==> config.mk <==
export PLATFORM = sky130hd
export DESIGN_NAME = fetch_sequencer
export DESIGN_NICKNAME = d
export VERILOG_FILES = /design/src/rtl/ctrl_encode_def.sv /design/src/rtl/fetch_skid_buf.sv /design/src/rtl/fetch_sequencer.sv
export SDC_FILE = /design/constraint.sdc
export NUM_CORES = 1
export LEC_CHECK = 0
export BUFFER_PORTS_ARGS = -buffer_cell sky130_fd_sc_hd__buf_2
export CORE_MARGIN = 8
export CORE_UTILIZATION = 54
export DETAILED_ROUTE_END_ITERATION = 16
export PLACE_DENSITY = 0.8
export SLEW_MARGIN = 20
export SYNTH_ARGS = -nofsm -noshare
export SYNTH_HDL_FRONTEND = slang
export SYNTH_SLANG_ARGS = --single-unit
==> constraint.sdc <==
create_clock -name clk -period 7.7 [get_ports clk]
set_clock_uncertainty 0.2 [all_clocks]
set_input_delay 1.54 -clock clk [delete_from_list [all_inputs] [get_ports clk]]
set_output_delay 1.54 -clock clk [all_outputs]
set_load 0.005 [all_outputs]
==> src/rtl/ctrl_encode_def.sv <==
// Shared fetch-sequencer definitions: state encodings and architectural constants.
// Latency: n/a (package).
// Backpressure: n/a (package).
package ctrl_encode_def;

    // Fetch controller states. FS_TRAP is only reachable when the misaligned
    // redirect trap is built in.
    typedef enum logic [1:0] {
        FS_FETCH = 2'd0,
        FS_WAIT  = 2'd1,
        FS_HOLD  = 2'd2,
        FS_TRAP  = 2'd3
    } fetch_state_t;

    // addi x0, x0, 0
    localparam logic [31:0] NOP_INSTR = 32'h0000_0013;

    // Default architectural PC after reset.
    localparam logic [31:0] RESET_PC  = 32'h0000_0000;

endpackage

==> src/rtl/fetch_skid_buf.sv <==
// Single-entry {pc, instr} holding buffer for a fetch response that arrives while IF/ID is occupied.
// Latency: load/drain/flush take effect on the next rising edge.
// Backpressure: none itself; the sequencer only loads when the buffer is empty and drains on id_ready.
//
// Ports: clk/rst (async active-high), i_load writes {i_pc, i_instr}, i_drain empties after the
// owner has consumed o_pc/o_instr, i_flush discards the entry (wins over load), o_valid/o_pc/o_instr.
module fetch_skid_buf #(
    parameter int XLEN = 32
) (
    input  logic            clk,
    input  logic            rst,
    input  logic            i_load,
    input  logic            i_drain,
    input  logic            i_flush,
    input  logic [XLEN-1:0] i_pc,
    input  logic [XLEN-1:0] i_instr,
    output logic            o_valid,
    output logic [XLEN-1:0] o_pc,
    output logic [XLEN-1:0] o_instr
);
    import ctrl_encode_def::*;

    logic            r_valid;
    logic [XLEN-1:0] r_pc;
    logic [XLEN-1:0] r_instr;

    always_ff @(posedge clk or posedge rst) begin
        if (rst) begin
            r_valid <= 1'b0;
            r_pc    <= '0;
            r_instr <= XLEN'(NOP_INSTR);
        end else begin
            if (i_flush) begin
                r_valid <= 1'b0;
            end else if (i_load) begin
                r_valid <= 1'b1;
                r_pc    <= i_pc;
                r_instr <= i_instr;
            end else if (i_drain) begin
                r_valid <= 1'b0;
            end
        end
    end

    assign o_valid = r_valid;
    assign o_pc    = r_pc;
    assign o_instr = r_instr;

endmodule

==> src/rtl/fetch_sequencer.sv <==
// Instruction-fetch sequencer: owns pc_q, issues one outstanding imem fetch, presents instructions to IF/ID.
// Latency: gnt -> next address on imem_addr the following cycle; rvalid -> if_valid next cycle (1 instr / 2 cycles peak).
// Backpressure: id_ready low holds if_* stable; a response arriving meanwhile parks in a skid entry (HOLD, no new fetch).
//
// Ports: clk/rst (async active-high); redirect_valid/redirect_pc from EX (highest priority, every cycle);
// id_ready from decode; imem_req/imem_addr/imem_gnt/imem_rvalid/imem_rdata memory handshake;
// if_valid/if_pc/if_instr to IF/ID; fetch_pc = pc_q for debug.
// Build option FETCH_MISALIGN_TRAP_EN: adds misalign_trap/misalign_pc; a redirect with pc[1:0]!=0 parks the
// sequencer in FS_TRAP until reset or an aligned redirect. Without it, redirect_pc[1:0] is forced to zero.
module fetch_sequencer #(
    parameter int              XLEN      = 32,
    parameter logic [XLEN-1:0] RESET_PC  = ctrl_encode_def::RESET_PC,
    parameter logic [XLEN-1:0] NOP_INSTR = ctrl_encode_def::NOP_INSTR
) (
    input  logic            clk,
    input  logic            rst,
    input  logic            redirect_valid,
    input  logic [XLEN-1:0] redirect_pc,
    input  logic            id_ready,
    output logic            imem_req,
    output logic [XLEN-1:0] imem_addr,
    input  logic            imem_gnt,
    input  logic            imem_rvalid,
    input  logic [XLEN-1:0] imem_rdata,
    output logic            if_valid,
    output logic [XLEN-1:0] if_pc,
    output logic [XLEN-1:0] if_instr,
`ifdef FETCH_MISALIGN_TRAP_EN
    output logic            misalign_trap,
    output logic [XLEN-1:0] misalign_pc,
`endif
    output logic [XLEN-1:0] fetch_pc
);
    import ctrl_encode_def::*;

    fetch_state_t    r_state;
    fetch_state_t    w_state_nxt;
    logic [XLEN-1:0] r_pc;
    logic [XLEN-1:0] w_pc_nxt;
    logic [XLEN-1:0] r_req_pc;
    logic            r_kill;
    logic            w_kill_nxt;
    logic            r_if_valid;
    logic [XLEN-1:0] r_if_pc;
    logic [XLEN-1:0] r_if_instr;

    logic            w_imem_req;
    logic            w_req_ld;
    logic            w_ld_rsp;
    logic            w_ld_buf;
    logic            w_drain;
    logic            w_slot_free;
    logic [XLEN-1:0] w_redirect_tgt;
    logic            w_buf_vld;
    logic [XLEN-1:0] w_buf_pc;
    logic [XLEN-1:0] w_buf_instr;

    // Instructions are word aligned; the low two target bits never reach imem_addr.
    assign w_redirect_tgt = redirect_pc & ~{{(XLEN-2){1'b0}}, 2'b11};
    assign w_slot_free    = !r_if_valid || id_ready;

`ifdef FETCH_MISALIGN_TRAP_EN
    logic            w_misaligned;
    logic            r_trap;
    logic [XLEN-1:0] r_trap_pc;

    assign w_misaligned = |redirect_pc[1:0];

    always_ff @(posedge clk or posedge rst) begin
        if (rst) begin
            r_trap    <= 1'b0;
            r_trap_pc <= RESET_PC;
        end else if (redirect_valid) begin
            r_trap <= w_misaligned;
            if (w_misaligned) begin
                r_trap_pc <= redirect_pc;
            end
        end
    end

    assign misalign_trap = r_trap;
    assign misalign_pc   = r_trap_pc;
`endif

    always_ff @(posedge clk or posedge rst) begin
        if (rst) begin
            r_state <= FS_FETCH;
            r_pc    <= RESET_PC;
            r_kill  <= 1'b0;
        end else begin
            r_state <= w_state_nxt;
            r_pc    <= w_pc_nxt;
            r_kill  <= w_kill_nxt;
        end
    end

    always_comb begin
        w_state_nxt = r_state;
        w_kill_nxt  = r_kill;
        w_pc_nxt    = r_pc;
        w_imem_req  = 1'b0;
        w_req_ld    = 1'b0;
        w_ld_rsp    = 1'b0;
        w_ld_buf    = 1'b0;
        w_drain     = 1'b0;

        case (r_state)
            FS_FETCH: begin
                w_imem_req = 1'b1;
                if (imem_gnt) begin
                    w_req_ld    = 1'b1;
                    w_pc_nxt    = r_pc + XLEN'(4);
                    w_state_nxt = FS_WAIT;
                end
            end
            FS_WAIT: begin
                if (imem_rvalid) begin
                    w_state_nxt = FS_FETCH;
                    if (r_kill) begin
                        w_kill_nxt = 1'b0;
                    end else if (w_slot_free) begin
                        w_ld_rsp = 1'b1;
                    end else begin
                        w_ld_buf    = 1'b1;
                        w_state_nxt = FS_HOLD;
                    end
                end
            end
            FS_HOLD: begin
                if (id_ready && w_buf_vld) begin
                    w_drain     = 1'b1;
                    w_state_nxt = FS_FETCH;
                end
            end
            default: begin
`ifdef FETCH_MISALIGN_TRAP_EN
                // A killed request may still be in flight while trapped; retire it here.
                if (imem_rvalid) begin
                    w_kill_nxt = 1'b0;
                end
`else
                w_state_nxt = FS_FETCH;
`endif
            end
        endcase

        // Redirect overrides everything above. Any request granted but not yet
        // answered becomes stale and is marked for killing.
        if (redirect_valid) begin
            w_pc_nxt = w_redirect_tgt;
            w_ld_rsp = 1'b0;
            w_ld_buf = 1'b0;
            w_drain  = 1'b0;
            case (r_state)
                FS_FETCH: begin
                    if (imem_gnt) begin
                        w_state_nxt = FS_WAIT;
                        w_kill_nxt  = 1'b1;
                    end else begin
                        w_state_nxt = FS_FETCH;
                    end
                end
                FS_WAIT: begin
                    if (imem_rvalid) begin
                        w_state_nxt = FS_FETCH;
                        w_kill_nxt  = 1'b0;
                    end else begin
                        w_kill_nxt  = 1'b1;
                    end
                end
                FS_HOLD: begin
                    w_state_nxt = FS_FETCH;
                end
                default: begin
                    // Leaving the trap: wait out a still-outstanding killed response first.
                    w_kill_nxt  = r_kill && !imem_rvalid;
                    w_state_nxt = (r_kill && !imem_rvalid) ? FS_WAIT : FS_FETCH;
                end
            endcase
`ifdef FETCH_MISALIGN_TRAP_EN
            if (w_misaligned) begin
                w_state_nxt = FS_TRAP;
            end
`endif
        end
    end

    always_ff @(posedge clk or posedge rst) begin
        if (rst) begin
            r_req_pc <= RESET_PC;
        end else if (w_req_ld) begin
            r_req_pc <= r_pc;
        end
    end

    // IF/ID output register: redirect flush, then fresh response, then skid drain, then consume.
    always_ff @(posedge clk or posedge rst) begin
        if (rst) begin
            r_if_valid <= 1'b0;
            r_if_pc    <= RESET_PC;
            r_if_instr <= NOP_INSTR;
        end else if (redirect_valid) begin
            r_if_valid <= 1'b0;
            r_if_instr <= NOP_INSTR;
        end else if (w_ld_rsp) begin
            r_if_valid <= 1'b1;
            r_if_pc    <= r_req_pc;
            r_if_instr <= imem_rdata;
        end else if (w_drain) begin
            r_if_valid <= 1'b1;
            r_if_pc    <= w_buf_pc;
            r_if_instr <= w_buf_instr;
        end else if (id_ready && r_if_valid) begin
            r_if_valid <= 1'b0;
            r_if_instr <= NOP_INSTR;
        end
    end

    fetch_skid_buf #(
        .XLEN (XLEN)
    ) u_skid (
        .clk     (clk),
        .rst     (rst),
        .i_load  (w_ld_buf),
        .i_drain (w_drain),
        .i_flush (redirect_valid),
        .i_pc    (r_req_pc),
        .i_instr (imem_rdata),
        .o_valid (w_buf_vld),
        .o_pc    (w_buf_pc),
        .o_instr (w_buf_instr)
    );

    // The state register idles in FS_FETCH during reset, so the request is gated by rst itself.
    assign imem_req  = w_imem_req && !rst;
    assign imem_addr = r_pc;
    assign if_valid  = r_if_valid;
    assign if_pc     = r_if_pc;
    assign if_instr  = r_if_instr;
    assign fetch_pc  = r_pc;

endmodule

[After elaboration in Yosys (flattened, before gate mapping)]
Cells that the tools add are included.
Cells by class
  add/sub/neg operators: 1
  equality and inequality tests: 2
  muxes and demuxes: 49
  bitwise gates (word level): 1
  reductions and logical operators: 17
Operators by type and width (number)
  2-to-1 mux 32 bit: 9
  adder 32 x 3 -> 32 bit, second input constant: 1
  2-to-1 mux 1 bit: 30
  2-to-1 mux 2 bit: 7
  case mux 2 bit (3 select lines): 2
  AND reduction 2 bit: 3
  nonzero test 2 bit: 3
  logical AND 1 bit: 4
  nonzero test 4 bit: 1
  zero test 1 bit: 3
  case mux 1 bit (3 select lines): 1
  nonzero test 3 bit: 1
  == test 2 x 1 -> 1 bit, second input constant: 1
  == test 2 bit, second input constant: 1
  zero test 2 bit: 1
  logical OR 1 bit: 1
  inverter 1 bit: 1
Storage, ports and cells
  flip-flop bits (word level): 197
  input port bits: 70
  output and inout port bits: 130
  word-level logic and storage cells: 80

[Depth between registers and ports, before layout]
  depth after elaboration: 9
  mapped depth: 7
  mapped depth without buffers: 5

[Modules after synthesis]
A second synthesis with hierarchy kept.
Unflattened totals
  cell total of the unflattened synthesis: 787
  area total of the unflattened synthesis: 8869.8 sq um
Modules (own cells, without submodules)
  fetch_sequencer: instances 1, cells each 646, area an instance 6120.9 sq um, seq. area each 3206.8 sq um
  fetch_skid_buf: instances 1, cells each 141, area an instance 2748.9 sq um, seq. area each 1630.3 sq um

[Worst setup path after synthesis]
No wires, ideal clock.
  path type: input -> output
  start point: input port rst
  end point: output port imem_req
  arrival: 1.700 ns
  data required time: 5.960 ns
  slack: 4.260 ns
  cell stages on the path: 1
  path buffers: 0
  path through: nor3_1
Between the ends
  longest elaborated chain between the ends: 2
Ends and longest elaborated chain
  start: declaration: line fetch_sequencer.sv:16  | input logic rst,
  zero test 1 bit: line fetch_sequencer.sv:235  | assign imem_req = w_imem_req && !rst;
  logical AND 1 bit: line fetch_sequencer.sv:235
  end: declaration: line fetch_sequencer.sv:20  | output logic imem_req,
No other way between the ends.

[Worst setup path in the final report]
Ends and elaborated chain as after synthesis.

==> impl_metrics.json <==
{
  "core_sq_mm": 0.0151,
  "required_ns": 5.96,
  "cp-end-kind": "primary output",
  "grt_first_pass_wirelength_um": 34600,
  "synth.distinct_cells": 43,
  "antenna_found_initial": 2,
  "cp_max_fo": 2,
  "grt_overflow": 0,
  "cts_resized": 0,
  "grt_setup_unrepaired": "false",
  "tritoncts": "yes",
  "fin_crit_sh": 0.491,
  "io_pins": 200,
  "reg2reg_depth": 5,
  "synth.avg_cell_area_sq_um": 10.7,
  "placed_area_sq_mm": 0.00917,
  "cts_buffers": 17,
  "cts_root_buf": "clkbuf_16",
  "htree_levels": 4,
  "synth_commonest_cells": "dfrtp_1 (183), nand2_1 (115), inv_1 (64), mux2_2 (63), o21ai_0 (46)",
  "ys_ff_latch": 189,
  "insertion_delay_ns": 0.43,
  "status": "finished clean",
  "syn_area_sq_mm": 0.00832,
  "grt_start_max_net_pins": 110,
  "tns_ns": 0,
  "die_area_sq_mm": 0.0196,
  "ir_drop_mv": 0.146,
  "vias": 6502,
  "grtUsageTotal": 0.221,
  "nets": 987,
  "dr.pass1.iters": 7,
  "relSlewSlack": 0.501,
  "fin_crit_ns": 3.78,
  "drtIter0Drc": 634,
  "dp_hpwl_um": 13800,
  "drive_above_1_share": 0.330,
  "multi_input_area_sq_mm": 0.00291,
  "worstMarginPinSlew_ns": 0.747,
  "synth_edf_count": 0,
  "p_leak_nw": 5.06,
  "grt_pass1_vias": 6569,
  "synth_top_area_frac": 0.550,
  "syn_to_final_growth_pct": 17.7,
  "preCtsSetupSlack_ns": 3.67,
  "synthArstFlopShare": 1.00,
  "ant_nets": 0,
  "yosysSeqAreaShare": 0.569,
  "cts.sinks": 189,
  "power_mw": 2.61,
  "p_per_area_mw_per_mm2": 266,
  "die_h_um": 140,
  "ys_warn_count": 0,
  "portBuffers": 191,
  "die_x_um": 140,
  "drc": 0,
  "place_congestion": 0.781,
  "routedWlPerCell_um": 18.9,
  "max-cap-violations": 0,
  "cts_hold_buffers": 0,
  "min_path_type": "reg2reg",
  "hold_violations": 0,
  "syn-instance-count": 777,
  "stdcell_area_sq_mm": 0.00980,
  "n_fill_cell": 1182,
  "cp-start-kind": "input port",
  "synthTopCellsByArea": "dfrtp_1 (55%), mux2_2 (8.5%), nand2_1 (5.2%)",
  "clk_pin_slew_ns": 0.06,
  "arrival_ns": 2.04,
  "synth_ff_type": "dfrtp_1",
  "routed_wl_um": 21100,
  "yosysMostFrequentCell": "dfrtp_1",
  "regArea_sq_mm": 0.00474,
  "synth_top_area_cell": "dfrtp_1",
  "path_class": "in2out",
  "via_per_inst": 5.82,
  "setup_ws_ns": 3.92,
  "max_freq_mhz": 265,
  "start_util": 0.549,
  "holdPathStages": 2,
  "setup_viol": 0,
  "cts.path.max_buffers": 2,
  "post_cts_buffers": 0,
  "drv_slew": 0,
  "whs_ns": 0.260,
  "num_rows": 45
}
==> cells in the final DEF (no fill, tap or decap), types with 5 or more instances in the layout <==
master	count
buf_2	191
a222oi_1	29
a31oi_1	19
xor2_1	6
conb_1	6
dfstp_2	6
nand4_1	11
mux2_2	63
nor2_1	20
nand2_1	115
or3_1	7
buf_4	10
nand3_1	14
o31ai_1	12
dfrtp_1	183
clkbuf_16	17
or4_1	14
inv_1	63
a22oi_1	30
o21ai_0	46
nor3_1	5
==> cells by family (layout without fill, tap and decap cells) <==
| family | after synthesis | in the layout | synth area share |
|---|---|---|---|
| and+or+nand+nor | 211 | 211 | 0.119 |
| adders and majority gates | 1 | 1 | 0.00150 |
| AOI/OAI and AO/OA | 150 | 150 | 0.127 |
| DFF | 189 | 189 | 0.569 |
| buffers and inverters | 151 | 298 | 0.0859 |
| muxes | 64 | 64 | 0.0865 |
| other | 1 | 7 | 0.000451 |
| xor gates and xnor gates | 10 | 10 | 0.0105 |
==> critical path, cell delays in order <==
cell	delay, ns
buf_2	0.14
nor3_1	0.20
buf_2	0.16
==> report_power, final <==
group          leakage [nW]  internal, mW  switching [mW]
registers              2.43          1.16           0.125
clock network         0.292         0.546           0.365
logic                  2.34         0.191           0.220
total                  5.06          1.90           0.710
==> metrics by stage <==
step	instances	utilization
detailed placement	1085	0.605
global placement	1085	0.605
floorplan	782	-
finish	1118	0.647
CTS	1117	0.646
global route	1118	0.647
==> flip-flops by register name, indices dropped and copies added (netlist names) <==
signal          count
u_skid.o_valid      1
if_instr           32
r_kill              1
r_req_pc           30
u_skid.o_pc        30
u_skid.o_instr     32
if_valid            1
fetch_pc           30
r_state             2
if_pc              30
==> layout make-up <==
type                            instances  share of cell area
Multi-Input combinational cell        442               0.297
Timing Repair Buffer                  202               0.106
Clock inverter                          9              0.0137
Antenna cell                            1            0.000255
Tap cell                              188              0.0240
Sequential cell                       189               0.484
Clock buffer                           23              0.0498
Inverter                               64              0.0253
==> worst paths after layout <==
path                        startpoint     endpoint  slack, ns
setup / recovery                   rst     imem_req       3.92
hold / removal             if_instr[0]  if_instr[0]       0.26
setup reg to reg            r_state[0]    if_pc[17]       4.92
hold reg to reg            if_instr[0]  if_instr[0]       0.26
max in group asynchronous          rst    if_pc[24]       5.07
min in group asynchronous          rst  r_req_pc[3]       1.02
==> metal layers <==
layer	track usage	up-vias	wire, um
li1	-	2983	-
met1	0.285	3229	8870
met2	0.349	262	10200
met3	0.0584	26	1590
met4	0.0851	2	430
met5	0	-	10
(Power assumes the default switching activity.)
